$ cat src/rtl/rgb_mixer_multi.sv
// rgb_mixer_multi
//   Multi-channel encoder-to-PWM mixer. Each channel takes a rotary quadrature
//   encoder (enc_a/enc_b), synchronises it with two flops, debounces it against
//   a sample history, decodes quadrature steps into a WIDTH-bit level register,
//   and drives a PWM output from a shared free-running counter. The PWM level is
//   buffered once per period so a new level never changes a period that is
//   already in progress.
//
// Ports
//   clk         system clock; all state changes on the rising edge
//   reset       asynchronous, active-low reset
//   enc_a/enc_b encoder phases, bit i belongs to channel i (asynchronous to clk)
//   load        single-cycle strobe that presets the level of channel load_ch
//   load_ch     channel index for load; values >= NUM_CH are ignored
//   load_val    preset value for load
//   level       current level registers, channel i at [i*WIDTH +: WIDTH]
//   pwm_out     PWM outputs, one per channel
//   period_sot  high while the shared PWM counter is 0 (start of period)

module rgb_mixer_multi #(
  parameter int NUM_CH   = 3,
  parameter int WIDTH    = 8,
  parameter int HIST_LEN = 8,
  parameter bit SATURATE = 1'b1,
  parameter int LCH_W    = (NUM_CH > 1) ? $clog2(NUM_CH) : 1
) (
  input  logic                    clk,
  input  logic                    reset,
  input  logic [NUM_CH-1:0]       enc_a,
  input  logic [NUM_CH-1:0]       enc_b,
  input  logic                    load,
  input  logic [LCH_W-1:0]        load_ch,
  input  logic [WIDTH-1:0]        load_val,
  output logic [NUM_CH*WIDTH-1:0] level,
  output logic [NUM_CH-1:0]       pwm_out,
  output logic                    period_sot
);

  localparam logic [WIDTH-1:0] LVL_MAX = {WIDTH{1'b1}};

  logic [WIDTH-1:0] cnt;
  logic             cnt_wrap;

  always_ff @(posedge clk or negedge reset) begin
    if (!reset) begin
      cnt <= '0;
    end else begin
      cnt <= cnt + WIDTH'(1);
    end
  end

  assign cnt_wrap   = (cnt == LVL_MAX);
  assign period_sot = (cnt == '0);

  for (genvar i = 0; i < NUM_CH; i++) begin : g_ch
    logic                a_s1, a_s2, b_s1, b_s2;
    // Only the newest HIST_LEN-1 samples are stored; the incoming synchronised
    // sample completes the HIST_LEN-wide window that the debouncer inspects.
    logic [HIST_LEN-2:0] hist_a, hist_b;
    logic [HIST_LEN-1:0] win_a, win_b;
    logic                db_a, db_b, prev_a, prev_b;
    logic                step_up, step_dn, load_hit;
    logic [WIDTH-1:0]    lvl, lvl_buf;

    assign win_a    = {hist_a, a_s2};
    assign win_b    = {hist_b, b_s2};
    assign load_hit = load && (load_ch == LCH_W'(i));

    // Gray-code step decode on {prev_a, prev_b, db_a, db_b}. Double-bit
    // changes fall through as no step.
    always_comb begin
      step_up = 1'b0;
      step_dn = 1'b0;
      case ({prev_a, prev_b, db_a, db_b})
        4'b0001, 4'b0111, 4'b1110, 4'b1000: step_up = 1'b1;
        4'b0100, 4'b1101, 4'b1011, 4'b0010: step_dn = 1'b1;
        default: ;
      endcase
    end

    always_ff @(posedge clk or negedge reset) begin
      if (!reset) begin
        a_s1    <= 1'b0;
        a_s2    <= 1'b0;
        b_s1    <= 1'b0;
        b_s2    <= 1'b0;
        hist_a  <= '0;
        hist_b  <= '0;
        db_a    <= 1'b0;
        db_b    <= 1'b0;
        prev_a  <= 1'b0;
        prev_b  <= 1'b0;
        lvl     <= '0;
        lvl_buf <= '0;
      end else begin
        a_s1   <= enc_a[i];
        a_s2   <= a_s1;
        b_s1   <= enc_b[i];
        b_s2   <= b_s1;
        hist_a <= win_a[HIST_LEN-2:0];
        hist_b <= win_b[HIST_LEN-2:0];

        if (&win_a)       db_a <= 1'b1;
        else if (~|win_a) db_a <= 1'b0;
        if (&win_b)       db_b <= 1'b1;
        else if (~|win_b) db_b <= 1'b0;

        prev_a <= db_a;
        prev_b <= db_b;

        // A preset wins over a decoder step landing in the same cycle.
        if (load_hit) begin
          lvl <= load_val;
        end else if (step_up) begin
          if (!(SATURATE && (lvl == LVL_MAX))) lvl <= lvl + WIDTH'(1);
        end else if (step_dn) begin
          if (!(SATURATE && (lvl == '0)))      lvl <= lvl - WIDTH'(1);
        end

        // Capture on the last count so the new level applies from cnt == 0.
        if (cnt_wrap) lvl_buf <= lvl;
      end
    end

    assign level[i*WIDTH +: WIDTH] = lvl;
    assign pwm_out[i]              = (cnt < lvl_buf);
  end

endmodule
$ cat config.mk
export PLATFORM = sky130hd
export DESIGN_NAME = rgb_mixer_multi
export DESIGN_NICKNAME = d
export VERILOG_FILES = /design/src/rtl/rgb_mixer_multi.sv
export SDC_FILE = /design/constraint.sdc
export NUM_CORES = 1
export LEC_CHECK = 0
export CORE_MARGIN = 2
export CORE_UTILIZATION = 48
export CTS_CLUSTER_SIZE = 40
export DETAILED_ROUTE_END_ITERATION = 8
export GPL_TIMING_DRIVEN = 0
export PLACE_DENSITY = 0.7
export SLEW_MARGIN = 15
export SYNTH_ARGS = -nofsm -noshare
export SYNTH_HDL_FRONTEND = slang
export SYNTH_SLANG_ARGS = --single-unit
$ cat constraint.sdc
create_clock -name clk -period 2.65 [get_ports clk]
set_input_delay 0.53 -clock clk [delete_from_list [all_inputs] [get_ports clk]]
set_output_delay 0.53 -clock clk [all_outputs]
set_load 0.02 [all_outputs]
==> Word-level counts from Yosys, hierarchy flattened <==
Index checks and enable logic that the tools add are counted.
{ "word_totals": {"mem_bits_ro": 0, "in_bits": 19, "latchBits": 0, "ramBits": 0, "mem_count": 0, "reg_bits": 122} }
{ "classes": {"multipliers": 0, "eq_ne": 42, "order_cmp": 3, "div_mod_pow": 0, "bitwise_logic": 0, "shifts": 0, "addsub": 7, "reduce_logical": 32, "muxes": 33} }
{ "ops": {"columns": ["cell", "n"], "rows": [
  ["$mux 8", 15],
  ["$eq 4x4->1 const B", 12],
  ["$reduce_and 8->1", 6],
  ["$reduce_or 8->1", 6],
  ["$add 8x1->8 const B", 4],
  ["$eq 8x8->1 const B", 4],
  ["$logic_not 8->1", 4],
  ["$eq 4x3->1 const B", 6],
  ["$lt 8x8->1", 3],
  ["$reduce_or 4->1", 6],
  ["$sub 8x1->8 const B", 3],
  ["$mux 1", 18],
  ["$ne 3x3->1 const B", 6],
  ["$eq 4x1->1 const B", 3],
  ["$eq 4x2->1 const B", 3],
  ["$ne 2x2->1 const B", 6],
  ["$reduce_and 3->1", 3],
  ["$reduce_bool 3->1", 3],
  ["$logic_and 1x1->1", 3],
  ["$eq 2x1->1 const B", 1],
  ["$eq 2x2->1 const B", 1],
  ["$logic_not 2->1", 1]
]} }

==> Depth between registers and ports, before layout <==
{ "logic_depth": {"ltp_word": 6, "ltp_mapped": 10, "depth_no_buf": 10} }

==> Worst setup path before layout <==
No wires, ideal clock.
{ "synth_path": {"path_kind": "flip-flop to flip-flop", "from": "register g_ch[0].db_a", "to": "register g_ch[0].lvl[7]", "required_ns": 2.507, "path_stages_with_launch": 11, "setup_time_ns": 0.143, "t_arrival_ns": 2.369, "setup_slack_ns": 0.138, "synth_period_minus_slack_ns": 2.512, "n_path_buf": 0, "path_cell_list": "dfrtp_1 -> xnor2_1 -> and2_1 -> inv_2 -> ha_1 -> a21o_1 -> a21o_1 -> a221oi_4 -> nor3_1 -> a2111oi_1 -> o211ai_1"} }
{ "synth_via": {"elab_chain_cells": 5, "elab_cells_between_ends": 18} }
{ "synth_lines": {"columns": ["item", "line_no", "source"], "rows": [
  ["start, declared", "61", "logic db_a, db_b, prev_a, prev_b;"],
  ["start signal, assigned", "89", "db_a <= 1'b0;"],
  ["start signal, assigned", "103", "if (&win_a) db_a <= 1'b1;"],
  ["start signal, assigned", "104", "else if (~|win_a) db_a <= 1'b0;"],
  ["$eq 4x1->1, or another cell as far along", "74", "case ({prev_a, prev_b, db_a, db_b})"],
  ["$reduce_or 4->1", "74", null],
  ["$mux 1", "74", null],
  ["$ne 3x3->1 (no line), or another cell as far along", null, null],
  ["$reduce_and 3->1 (no line) or $mux 8 (tied branches)", null, null],
  ["end signal, assigned", "113", "lvl <= load_val;"],
  ["end signal, assigned", "115", "if (!(SATURATE && (lvl == LVL_MAX))) lvl <= lvl + WIDTH'(1);"],
  ["end signal, assigned", "117", "if (!(SATURATE && (lvl == '0))) lvl <= lvl - WIDTH'(1);"],
  ["end, declared", "63", "logic [WIDTH-1:0] lvl, lvl_buf;"]
]} }
Several ways; a longest one is shown, not always the timed one.
A chain may end at the register's enable or synchronous reset.

==> Worst setup path in the final report <==
{ "layout_path": {"from": "register cnt[1]", "to": "output port period_sot"} }
{ "layout_via": {"elab_chain_cells": 1} }
{ "layout_lines": {"columns": ["item", "line_no", "source"], "rows": [
  ["start, declared", "41", "logic [WIDTH-1:0] cnt;"],
  ["start signal, assigned", "48", "cnt <= cnt + WIDTH'(1);"],
  ["$logic_not 8->1", "53", "assign period_sot = (cnt == '0);"],
  ["end, declared", "36", "output logic period_sot"]
]} }
Every way passes these cells.

==> flow_summary_export.csv <==
group,metric,value,unit
global_route,use_met3,6.115,%
critical_path,critical_path.max_fanout,6,
synth,synth_area_per_cell,10.61,sq um
final_layout,drive_above_1_share,14.31,%
global_route,grtUsageTotal,21.09,%
sta,worst_pin_slew,0.6513,ns
global_route,grt_pass1_wl,21.53,mm
cts,clock_tree.buffer_depth,2,
route,ant_nets,0,
global_route,grt_max_degree,92,
global_route,grt_util_met2,33.88,%
synth,ys_seq_elements,122,
synth,synth_top_family_by_area,"simple AND/OR/NAND/NOR gates",
synth,yosysWarnings,0,
synth,async_flop_share,100.0,%
synth,synth_compound_area_share,14.73,%
sta,tns,0,ns
global_route,overflow,0,
place,place_congestion,0.8268,
pwr,power.internal,4071,uW
cts,cts_root_buf,"clkbuf_16",
route,wire_per_inst,16.71,um
route,num_vias,4466,
cts,numCtsBuffers,17,
synth,ys_types,53,
cts,cts.sinks,122,
global_route,grt_antenna_before_repair,0,
status,status,"finished clean",
floorplan,die_x,114.8,um
pwr,clock_power_share,37.0,%
critical_path,critPathLaunchType,"flop",
floorplan,fp.dieH,114.8,um
pwr,switching_share,30.07,%
synth,ys_top_cells_by_area,"dfrtp_1 (52%), ha_1 (8.7%), o21ai_0 (3.1%)",
critical_path,cp_slowest_cell,"or4b_2",
critical_path,critPathArrivalTime,2.09,ns
place,port_buffers,46,
pwr,seq_power_share,39.0,%
global_route,grt.busiest_layer,"met2",
route,drt-total-wl,13.20,mm
floorplan,initial_utilization,49.09,%
synth,synth_mux_area_share,2.270,%
pwr,power.switching,1750,uW
sta,timing.final.crit_share,99.00,%
synth,synth_top_area_share,51.77,%
place,dp_hpwl,8.966,mm
cts,clk_latency,0.41,ns
pwr,p_comb_share,24.0,%
floorplan,coreArea,12010,sq um
cts,clk_pin_slew,0.05,ns
synth,synth_edf_count,0,
pwr,p_per_area,788.6,nW/um^2
sta,hold_violations,0,
global_route,grt_util_met1,26.77,%
hold_path,min_path_type,"flop to flop",
sta,final_max_slew_viol_count,0,
sta,max-slew-margin-rel,56.42,%
critical_path,reg2regPathDepth,10,
synth,syn_area,5897,sq um
route,route.detailed.drc,0,
route,drt_iter0_drc,278,
synth,synth_cells,556,
critical_path,path_cells,"inv_1 > ha_1 > or4b_2 > nor4_2 > buf_4",
critical_path,slowest_delay,0.61,ns
sta,setup-violations-final,0,
route,vias_per_cell,5.653,
pwr,leakage,0.003106,uW
critical_path,critPathKind,"flop to output port",
synth,synth_xor_xnor_area_share,2.971,%
final_layout,utilization,61.45,%
final_layout,nets,696,
synth,synthSimpleGateAreaFrac,14.87,%
critical_path,cp.required,2.12,ns
synth,synth_fa_ha_area_share,9.718,%
route,dr.pass1.iters,4,
floorplan,std_cell_rows,40,
final_layout,area_delta_synth_final,25.16,%
floorplan,die_area,13190,sq um
synth,synth_nets,619,
sta,skew,0.01139,ns
final_layout,antenna_cells,0,
critical_path,crit_path_end_kind,"output port",
sta,finalCriticalPeriod,2.624,ns
cts,cts_tree,"yes",
pwr,vdd_ir_drop_max,475.1,uV
run,maxCapViolCount,0,
cts,htree_levels,4,
synth,yosysTopAreaCell,"dfrtp_1",
hold_path,hold_depth,0,
synth,synth-seq-area-share,51.77,%
sta,rsz0062_at_grt,"true",
synth,ys.flop_type,"dfrtp_1",
floorplan,ioPinCount,47,
sta,fmax,381.2,MHz
global_route,first_global_vias,4444,
-- cell usage in the layout (no fill, tap or decap), drive strengths merged, types with 3 or more instances in the layout --
master           n
dfrtp          122
o21ai           51
nor2            48
nand2           45
clkdlybuf4s50   41
ha              41
inv             39
a21oi           35
clkbuf          27
buf             22
a21o            16
nand4           13
xnor2           12
nand3           11
nor2b           11
mux2i           10
xor2             8
or4              8
nor4             8
nor3b            7
o41ai            6
a31oi            5
nor3             5
nand2b           4
nand3b           4
clkinv           4
mux2             3
a21boi           3
a41o             3
fa               3
-- layout make-up --
| cell class | count | area, sq um |
|---|---|---|
| buffer | 12 | 70.07 |
| clock buffer | 21 | 450.4 |
| clock inverter | 8 | 98.84 |
| fill | 973 | 4631 |
| inverter | 39 | 156.4 |
| multi-input combinational | 383 | 2801 |
| sequential | 122 | 3055 |
| tap | 147 | 183.9 |
| timing repair buffer | 58 | 564.3 |
-- through the flow --
step	hold WS [ns]	power [uW]	setup WS [ns]	area (sq um)	cells
after floorplan	0.2344	3053	0.1385	5897	556
after detailed placement	0.3370	3568	-0.2472	6570	750
after global routing	0.3548	6110	-0.05647	7381	790
after global placement	0.3322	3513	-3.373	6541	749
after CTS	0.3519	5770	0.0002138	7182	785
final	0.3482	5821	0.02645	7381	790
-- cell usage after synthesis, drive strengths merged (2+ instances only) --
library cell / number
inv: 39
nor2b: 11
mux2: 3
buf: 6
o41ai: 6
o21ai: 51
o211ai: 2
a311oi: 2
a31oi: 5
a41o: 3
nand3: 11
nor3b: 7
a211o: 2
nand2: 45
and3: 2
o221ai: 2
and2: 2
a2bb2oi: 2
nand4: 13
mux2i: 10
a21o: 16
nor3: 5
a211oi: 2
xnor2: 12
xor2: 8
clkbuf: 6
nand3b: 4
a21oi: 35
nand4b: 2
fa: 3
a21boi: 3
nor2: 48
dfrtp: 122
nand2b: 4
nor4: 8
ha: 41
or4: 8
-- kinds of logic (layout without fill, tap and decap cells) --
logic type               Yosys count  after routing
AND/OR/NAND/NOR                  173            173
AO/OA/AOI/OAI                    133            133
flip-flops                       122            122
buffers and inverters             51            138
adder cells (fa/ha/maj)           44             44
XOR/XNOR                          20             20
multiplexers                      13             13
-- power groups by stage --
stage | Combinational, uW | Sequential, uW | Clock (uW)
2_1_floorplan | 738 | 2310 | 0
3_3_place_gp | 1240 | 2270 | 0
3_5_place_dp | 1290 | 2280 | 0
4_1_cts | 1320 | 2250 | 2200
5_1_grt | 1530 | 2290 | 2290
6_report | 1400 | 2270 | 2160
-- sequential cells by signal, summed over array words and instances (netlist names) --
register and flops:
g_ch.lvl 24, g_ch.lvl_buf 24, g_ch.hist_a 21, g_ch.hist_b 21, cnt 8, g_ch.a_s1 3
g_ch.a_s2 3, g_ch.b_s1 3, g_ch.b_s2 3, g_ch.db_a 3, g_ch.db_b 3, g_ch.prev_a 3
g_ch.prev_b 3
-- final timing paths --
path / from / end / slack (ns)
max: cnt[1] / period_sot / 0.03
min: g_ch[1].a_s1 / g_ch[1].a_s2 / 0.35
max reg2reg: g_ch[0].db_b / g_ch[0].lvl[7] / 0.08
min reg2reg: g_ch[1].a_s1 / g_ch[1].a_s2 / 0.35
max in group asynchronous: reset / g_ch[2].lvl_buf[2] / 1.35
min in group asynchronous: reset / g_ch[0].lvl_buf[6] / 0.57
-- per-layer routing --
metal	part of all wire [%]	up-vias
met5	0	-
met4	2.6	0
met3	3.9	29
met1	44	2197
li1	-	2138
met2	49	102
-- critical path: cells and delay by family, from the launching register on --
family / cells / cell delay [ns]
flip-flops: 1 / 0.48
buffers and inverters: 2 / 0.28
adder cells (fa/ha/maj): 1 / 0.12
AND/OR/NAND/NOR: 2 / 0.81
-- repair_timing --
action / in CTS / in global routing
gates resized for setup: 27 / 32
endpoints found under the setup margin: 6 / 12
pin swaps: 5 / 16
buffers inserted: 5 / 5
hold buffers: 1 / 0
endpoints found under the hold margin: 15 / 0
cloned: 0 / 0
No activity file was read; power rests on OpenSTA's default activity.
